===== config.mk =====
export PLATFORM = sky130hd
export DESIGN_NAME = debounce_func_value
export DESIGN_NICKNAME = d
export VERILOG_FILES = /design/src/rtl/debounce_func_value.sv
export SDC_FILE = /design/constraint.sdc
export NUM_CORES = 1
export LEC_CHECK = 0
export CAP_MARGIN = 20
export CORE_ASPECT_RATIO = 0.8
export CORE_UTILIZATION = 30
export DETAILED_ROUTE_END_ITERATION = 8
export PLACE_DENSITY = 0.51
export SLEW_MARGIN = 20
export SYNTH_ARGS = -nofsm -noshare
export SYNTH_HDL_FRONTEND = slang
export SYNTH_SLANG_ARGS = --single-unit
export TNS_END_PERCENT = 20

===== constraint.sdc =====
create_clock -name clk -period 27.9 [get_ports clk]
set_input_delay 4.185 -clock clk [delete_from_list [all_inputs] [get_ports clk]]
set_output_delay 4.185 -clock clk [all_outputs]
set_load 0.05 [all_outputs]

===== src/rtl/debounce_func_value.sv =====
// Front-end helper for the Simpson's-rule integrator: a push-button debouncer
// that emits one registered enable pulse per accepted press, and a purely
// combinational cubic polynomial evaluator (Horner form, modulo 2^WIDTH).
module debounce_func_value #(
    parameter int WIDTH         = 16,
    parameter int STABLE_CYCLES = 1000000,
    parameter int CNT_W         = 20
) (
    input  logic             clk,
    input  logic             rst_n,
    input  logic             btn,
    output logic             enable,
    input  logic [WIDTH-1:0] a0,
    input  logic [WIDTH-1:0] a1,
    input  logic [WIDTH-1:0] a2,
    input  logic [WIDTH-1:0] a3,
    input  logic [WIDTH-1:0] x,
    output logic [WIDTH-1:0] value
);

    // Counter value on which the next differing sample completes the
    // debounce window.
    localparam logic [CNT_W-1:0] LAST_CNT = CNT_W'(STABLE_CYCLES - 1);

    // Two-flop synchronizer for the asynchronous button.
    logic             s1_q;
    logic             s2_q;
    // Accepted (debounced) level and its one-cycle delayed copy.
    logic             stable_q;
    logic             stable_d;
    logic             stable_dly_q;
    // Run length of samples that disagree with the accepted level.
    logic [CNT_W-1:0] cnt_q;
    logic [CNT_W-1:0] cnt_d;
    // Registered press pulse.
    logic             enable_q;
    logic             enable_d;

    // Horner evaluation; every intermediate is truncated to WIDTH bits, so
    // the result is the exact polynomial reduced modulo 2^WIDTH.
    function automatic logic [WIDTH-1:0] horner(
        input logic [WIDTH-1:0] c0,
        input logic [WIDTH-1:0] c1,
        input logic [WIDTH-1:0] c2,
        input logic [WIDTH-1:0] c3,
        input logic [WIDTH-1:0] xv
    );
        logic [WIDTH-1:0] acc;
        acc = c3 * xv + c2;
        acc = acc * xv + c1;
        acc = acc * xv + c0;
        return acc;
    endfunction

    // Debounce counter and acceptance decision, plus rising-edge pulse.
    always_comb begin
        stable_d = stable_q;
        cnt_d    = {CNT_W{1'b0}};
        if (s2_q == stable_q) begin
            // A return to the accepted level discards any partial window.
            cnt_d = {CNT_W{1'b0}};
        end else if (cnt_q == LAST_CNT) begin
            stable_d = s2_q;
            cnt_d    = {CNT_W{1'b0}};
        end else begin
            cnt_d = cnt_q + CNT_W'(1);
        end
        // Pulse one cycle after the accepted level rises; releases and
        // holds never produce a pulse.
        enable_d = stable_q & ~stable_dly_q;
    end

    // Synchronizer, debounce state and pulse registers.
    always_ff @(posedge clk or negedge rst_n) begin
        if (!rst_n) begin
            s1_q         <= 1'b0;
            s2_q         <= 1'b0;
            stable_q     <= 1'b0;
            stable_dly_q <= 1'b0;
            cnt_q        <= {CNT_W{1'b0}};
            enable_q     <= 1'b0;
        end else begin
            s1_q         <= btn;
            s2_q         <= s1_q;
            stable_q     <= stable_d;
            stable_dly_q <= stable_q;
            cnt_q        <= cnt_d;
            enable_q     <= enable_d;
        end
    end

    // Evaluator output is combinational: the consumer samples it the cycle
    // after it registers x, so no pipeline stage may be inserted here.
    always_comb begin
        value = horner(a0, a1, a2, a3, x);
    end

    assign enable = enable_q;

endmodule


* After elaboration in Yosys (flattened, before gate mapping)
Index checks and enable logic that the tools add are counted.
** Storage, ports and cells
- Register bits after elaboration :: 25
** Operators by class
- Multiply operators :: 3
- Multiplexer cells :: 2
- Bitwise gates (word level) :: 3
- Add/subtract/negate cells :: 4
- Reduce and logical (&&, ||, !) cells :: 1
- Eq/ne operators :: 2
** Operator list (number)
- adder 16 bit :: 3
- multiplier 16 x 16 -> 16 bit :: 3
- 2-to-1 mux 20 bit :: 2
- adder 20 x 1 -> 20 bit (second input constant) :: 1
- == test 20 bit (second input constant) :: 1
- NOT 1 bit :: 2
- AND reduction 2 bit :: 1
- AND 1 bit :: 1
- == test 1 bit :: 1

* Longest topological paths before layout
- Depth after elaboration :: 6
- Depth in mapped cells :: 57
- Depth with buffers taken out :: 55

* Worst setup path before layout
OpenSTA, ideal clock, no wires.
- Kind :: input to output
- Start point :: input x[2]
- End point :: output value[15]
- Data arrival time :: 18555 ps
- Buffers on the path :: 2
- Stages :: 53
- Setup slack :: 5160 ps
- Cells stage by stage :: clkbuf_1 > clkbuf_1 > nand2_1 > fa_1 > fa_1 > inv_1 > ha_1 > inv_1 > fa_1 > fa_1 > fa_1 > inv_1 > ha_1 > or2_2 > a21oi_1 > a31oi_1 > xor2_1 > and2_1 > [... 17 more ...] > fa_1 > fa_1 > inv_1 > fa_1 > inv_1 > fa_1 > fa_1 > xor2_1 > xnor2_1 > xnor2_1 > xnor2_1 > xnor2_1 > xnor2_1 > xnor3_1 > xor2_1 > xnor3_1 > xnor2_1 > xnor2_1
** On the way
- Longest elaborated chain between the ends :: 6
** Ends and longest elaborated chain
- start, declared :: RTL line 17 : input logic [WIDTH-1:0] x,
- multiplier 16 x 16 -> 16 bit :: RTL line 49 : acc = c3 * xv + c2;
- adder 16 bit :: RTL line 49
- multiplier 16 x 16 -> 16 bit :: RTL line 50 : acc = acc * xv + c1;
- adder 16 bit :: RTL line 50
- multiplier 16 x 16 -> 16 bit * :: RTL line 51 : acc = acc * xv + c0;
- adder 16 bit * :: RTL line 51
- end, declared :: RTL line 18 : output logic [WIDTH-1:0] value
Every way passes the cells marked *; elsewhere a longest branch is shown, timed or not.

* Worst setup path in the final report
Ends and elaborated chain as after synthesis.

==> run summary <==
================================================================================
Run status ........................................................ finished, final reports clean
Number of top-level pins ..........................................          100
Hold Startpoint ...................................................         s1_q
Final clock period utilization by the worst path ..................        87.5%
Most Frequent Cell on Critical Path ............................... sky130_fd_sc_hd__fa_1
Share of Yosys cell area claimed by the top area cell type ........        39.9%
First DRT Iteration DRCs ..........................................          450
Die boundary width ................................................  245 microns
Post-route antenna net violation count ............................            0
Largest net degree at the start of global routing .................           51
Main area contributors after synthesis ............................ sky130_fd_sc_hd__fa_1 40%, sky130_fd_sc_hd__ha_1 14%, sky130_fd_sc_hd__inv_1 11%
Number of clock buffers inserted by TritonCTS .....................            3
Unrepaired setup endpoints after global routing ...................        false
Worst setup slack after layout ....................................      3.48 ns
Sink count of the clock tree ......................................           25
Synthesized netlist net count .....................................        2,145
Worst-margin pin slew .............................................      1.10 ns
Number of H-tree levels ...........................................            1
Post-synth top cells .............................................. 401 x sky130_fd_sc_hd__inv_1, 282 x sky130_fd_sc_hd__fa_1, 197 x sky130_fd_sc_hd__nand2_1, 180 x sky130_fd_sc_hd__and2_1, 157 x sky130_fd_sc_hd__ha_1
Total global routing overflow .....................................            0
Wire length of the first global-routing pass ......................      60.9 mm
Post-placement cell count .........................................        2,287
Count of flip-flops with a built-in enable after synthesis ........            0
Detail Placement HPWL .............................................      29.1 mm
Number of cells produced by synthesis .............................        1,623
Final #Nets .......................................................        2,203
Final critical-path required period ...............................     24.42 ns
Count of cells resized by post-cts repair .........................            0
Effective utilization at floorplan ................................        30.7%
Max-slew violation total from the final report ....................            0
Final design area excluding fillers ............................... 0.0159 sq mm
Post-Synthesis Cell Area .......................................... 0.0142 sq mm
Final Hold Vio Count ..............................................            0
Hold-critical path endpoint .......................................         s2_q
Worst skew pair latency ...........................................      0.26 ns
Worst path buffer plus inverter count .............................           11
Global routing met3 resource utilization ..........................       0.940%
Placement-stage cell area ......................................... 0.0158 sq mm
Cell Count, Final, Fillers Out ....................................        2,293
Highest net fanout along the worst path ...........................           43
TritonCTS clock tree ..............................................        built
Number of buffers between clock root and the deepest sink .........            2
Unique masters post-synth .........................................           45
Seq/Total Area, Yosys .............................................        4.42%
Worst setup path category ......................................... input pin to output pin
Post-synthesis register bit count .................................           25
Vias in the first global route ....................................       11,400
Cts hold-fix bufs .................................................            0
Share of async-settable or async-resettable flops after synthesis .         100%
Maximum clock skew at final layout ................................   0.00547 ns
GRT met1 Usage ....................................................        22.8%
R2R Path End ......................................................    cnt_q[15]
Via-per-instance ratio ............................................         4.46
Number of placement rows ..........................................           70
GR met2 Demand/Resource ...........................................        27.3%
CP required .......................................................     23.72 ns
Crit. End Element .................................................   output pin
Startpoint of the most critical register-to-register path .........     cnt_q[0]
Synth Flop Type ................................................... sky130_fd_sc_hd__dfrtp_1
Maximum single-stage delay on the critical path ...................      0.89 ns
GRT Util Overall ..................................................        16.0%
Root Buffer Master ................................................ sky130_fd_sc_hd__clkbuf_16
Max-slew headroom at the worst pin ................................        26.6%
Critical-path top delay cell ...................................... sky130_fd_sc_hd__clkdlybuf4s50_1
Number of maximum-capacitance constraint violations ...............            0
Clock transition at the registers of the reported paths ...........      0.06 ns
GP Congestion .....................................................        0.819
Core ar. .......................................................... 0.0462 sq mm
Area of the die ................................................... 0.0481 sq mm
Count of yosys warnings during synthesis ..........................            0
Flop-to-flop setup slack ..........................................     25.88 ns
Top-count cell post-synth ......................................... sky130_fd_sc_hd__inv_1
Buffer count from post-CTS setup fixing ...........................            0
Total detailed-routing wirelength .................................      36.4 mm
Count of buffers inserted at the top-level ports ..................           99
Layout overhead on the synthesized area ...........................        12.1%
Arr. time, crit path ..............................................     20.23 ns
Number of antenna violations at the first check in global routing .            4
Residual DRC ......................................................            0
Via count .........................................................       10,200
Number of cells on the worst reg-to-reg path ......................            6
Setup violators final .............................................            0
Maximum clock rate ................................................   0.0410 GHz
Busiest grt layer .................................................         met2
Setup TNS .........................................................         0 ns
Ratio of cells with drive above 1 in the final layout .............        1.67%
Height of the chip ................................................  196 microns
Depth of the worst hold-timing path ...............................            0
Worst slack, placed ...............................................      3.50 ns
Startpoint kind of the worst setup timing path ....................    input pin
Post-Synthesis Mean Instance Area .................................   8.73 sq um
Most area-hungry cell type in the Yosys netlist ................... sky130_fd_sc_hd__fa_1
Path class of the lowest-slack min-delay path ..................... flop to flop
Number of detailed-route iterations in the first pass .............            4
Gate family responsible for the most delay along the worst path ...  adder cells
DR WL/cell ........................................................ 15.9 microns
================================================================================
## stage by stage
step / hold WS (ns) / util (%)
floorplan: 0.331 / -
global placement: 0.379 / 34.2
detailed placement: 0.370 / 34.2
CTS: 0.379 / 34.4
global route: 0.389 / 34.4
finish: 0.375 / 34.4
## worst max path at each step
stage                     startpoint   endpoint  slack (ns)  depth (start not counted)
after floorplan                 x[2]  value[15]        5.16                         53
after global placement          x[2]  value[15]        3.61                         54
after detailed placement        x[2]  value[15]        3.50                         54
after CTS                       x[2]  value[15]        3.42                         54
after global routing            x[4]  value[15]        2.59                         55
final                           x[2]  value[15]        3.48                         54
## cells by family (layout without fill, tap and decap cells)
kind of cell | after synthesis | count (layout) | share of synthesized area [%]
other | 0 | 1 | 0
muxes | 2 | 2 | 0.150
DFF | 25 | 25 | 4.42
and+or+nand+nor | 501 | 501 | 18.0
adders and majority gates | 439 | 439 | 53.7
buffers and inverters | 461 | 518 | 12.2
AOI/OAI and AO/OA | 63 | 63 | 2.84
xor gates and xnor gates | 132 | 132 | 8.67
## placed cells by master (no fill, tap or decap), types with 5 or more instances in the layout
master,count
sky130_fd_sc_hd__and2_1,180
sky130_fd_sc_hd__ha_1,157
sky130_fd_sc_hd__o21ai_0,14
sky130_fd_sc_hd__clkdlybuf4s50_1,97
sky130_fd_sc_hd__xnor2_1,97
sky130_fd_sc_hd__buf_4,14
sky130_fd_sc_hd__a21oi_1,20
sky130_fd_sc_hd__nand2b_1,16
sky130_fd_sc_hd__o21a_1,5
sky130_fd_sc_hd__fa_1,282
sky130_fd_sc_hd__nor2_1,36
sky130_fd_sc_hd__xor2_1,29
sky130_fd_sc_hd__a21o_1,5
sky130_fd_sc_hd__inv_1,401
sky130_fd_sc_hd__dfrtp_1,25
sky130_fd_sc_hd__nor2b_1,30
sky130_fd_sc_hd__or3_1,5
sky130_fd_sc_hd__nand2_1,197
sky130_fd_sc_hd__nand3_1,10
sky130_fd_sc_hd__and3_1,10
## registers in the layout, summed over array words and instances (netlist names)
signal	flops
stable_dly_q	1
stable_q	1
enable	1
s2_q	1
s1_q	1
cnt_q	20
## per-layer routing
layer	vias up	wire length (microns)
li1	4823	-
met1	5141	17500
met2	241	17100
met3	14	1540
met4	0	247
met5	-	0
## cell type report
class / count / area (sq um)
antenna: 1 / 2.50
clock buffer: 3 / 75.1
clock inverter: 1 / 5.00
fill: 4834 / 30300
inverter: 401 / 1510
multi-input combinational: 1137 / 11800
sequential: 25 / 626
tap: 612 / 766
timing repair buffer: 113 / 1090
Power is left out: the tool's default activity adds up to more than one toggle a clock period on the data nets, which glitch-free logic cannot reach.
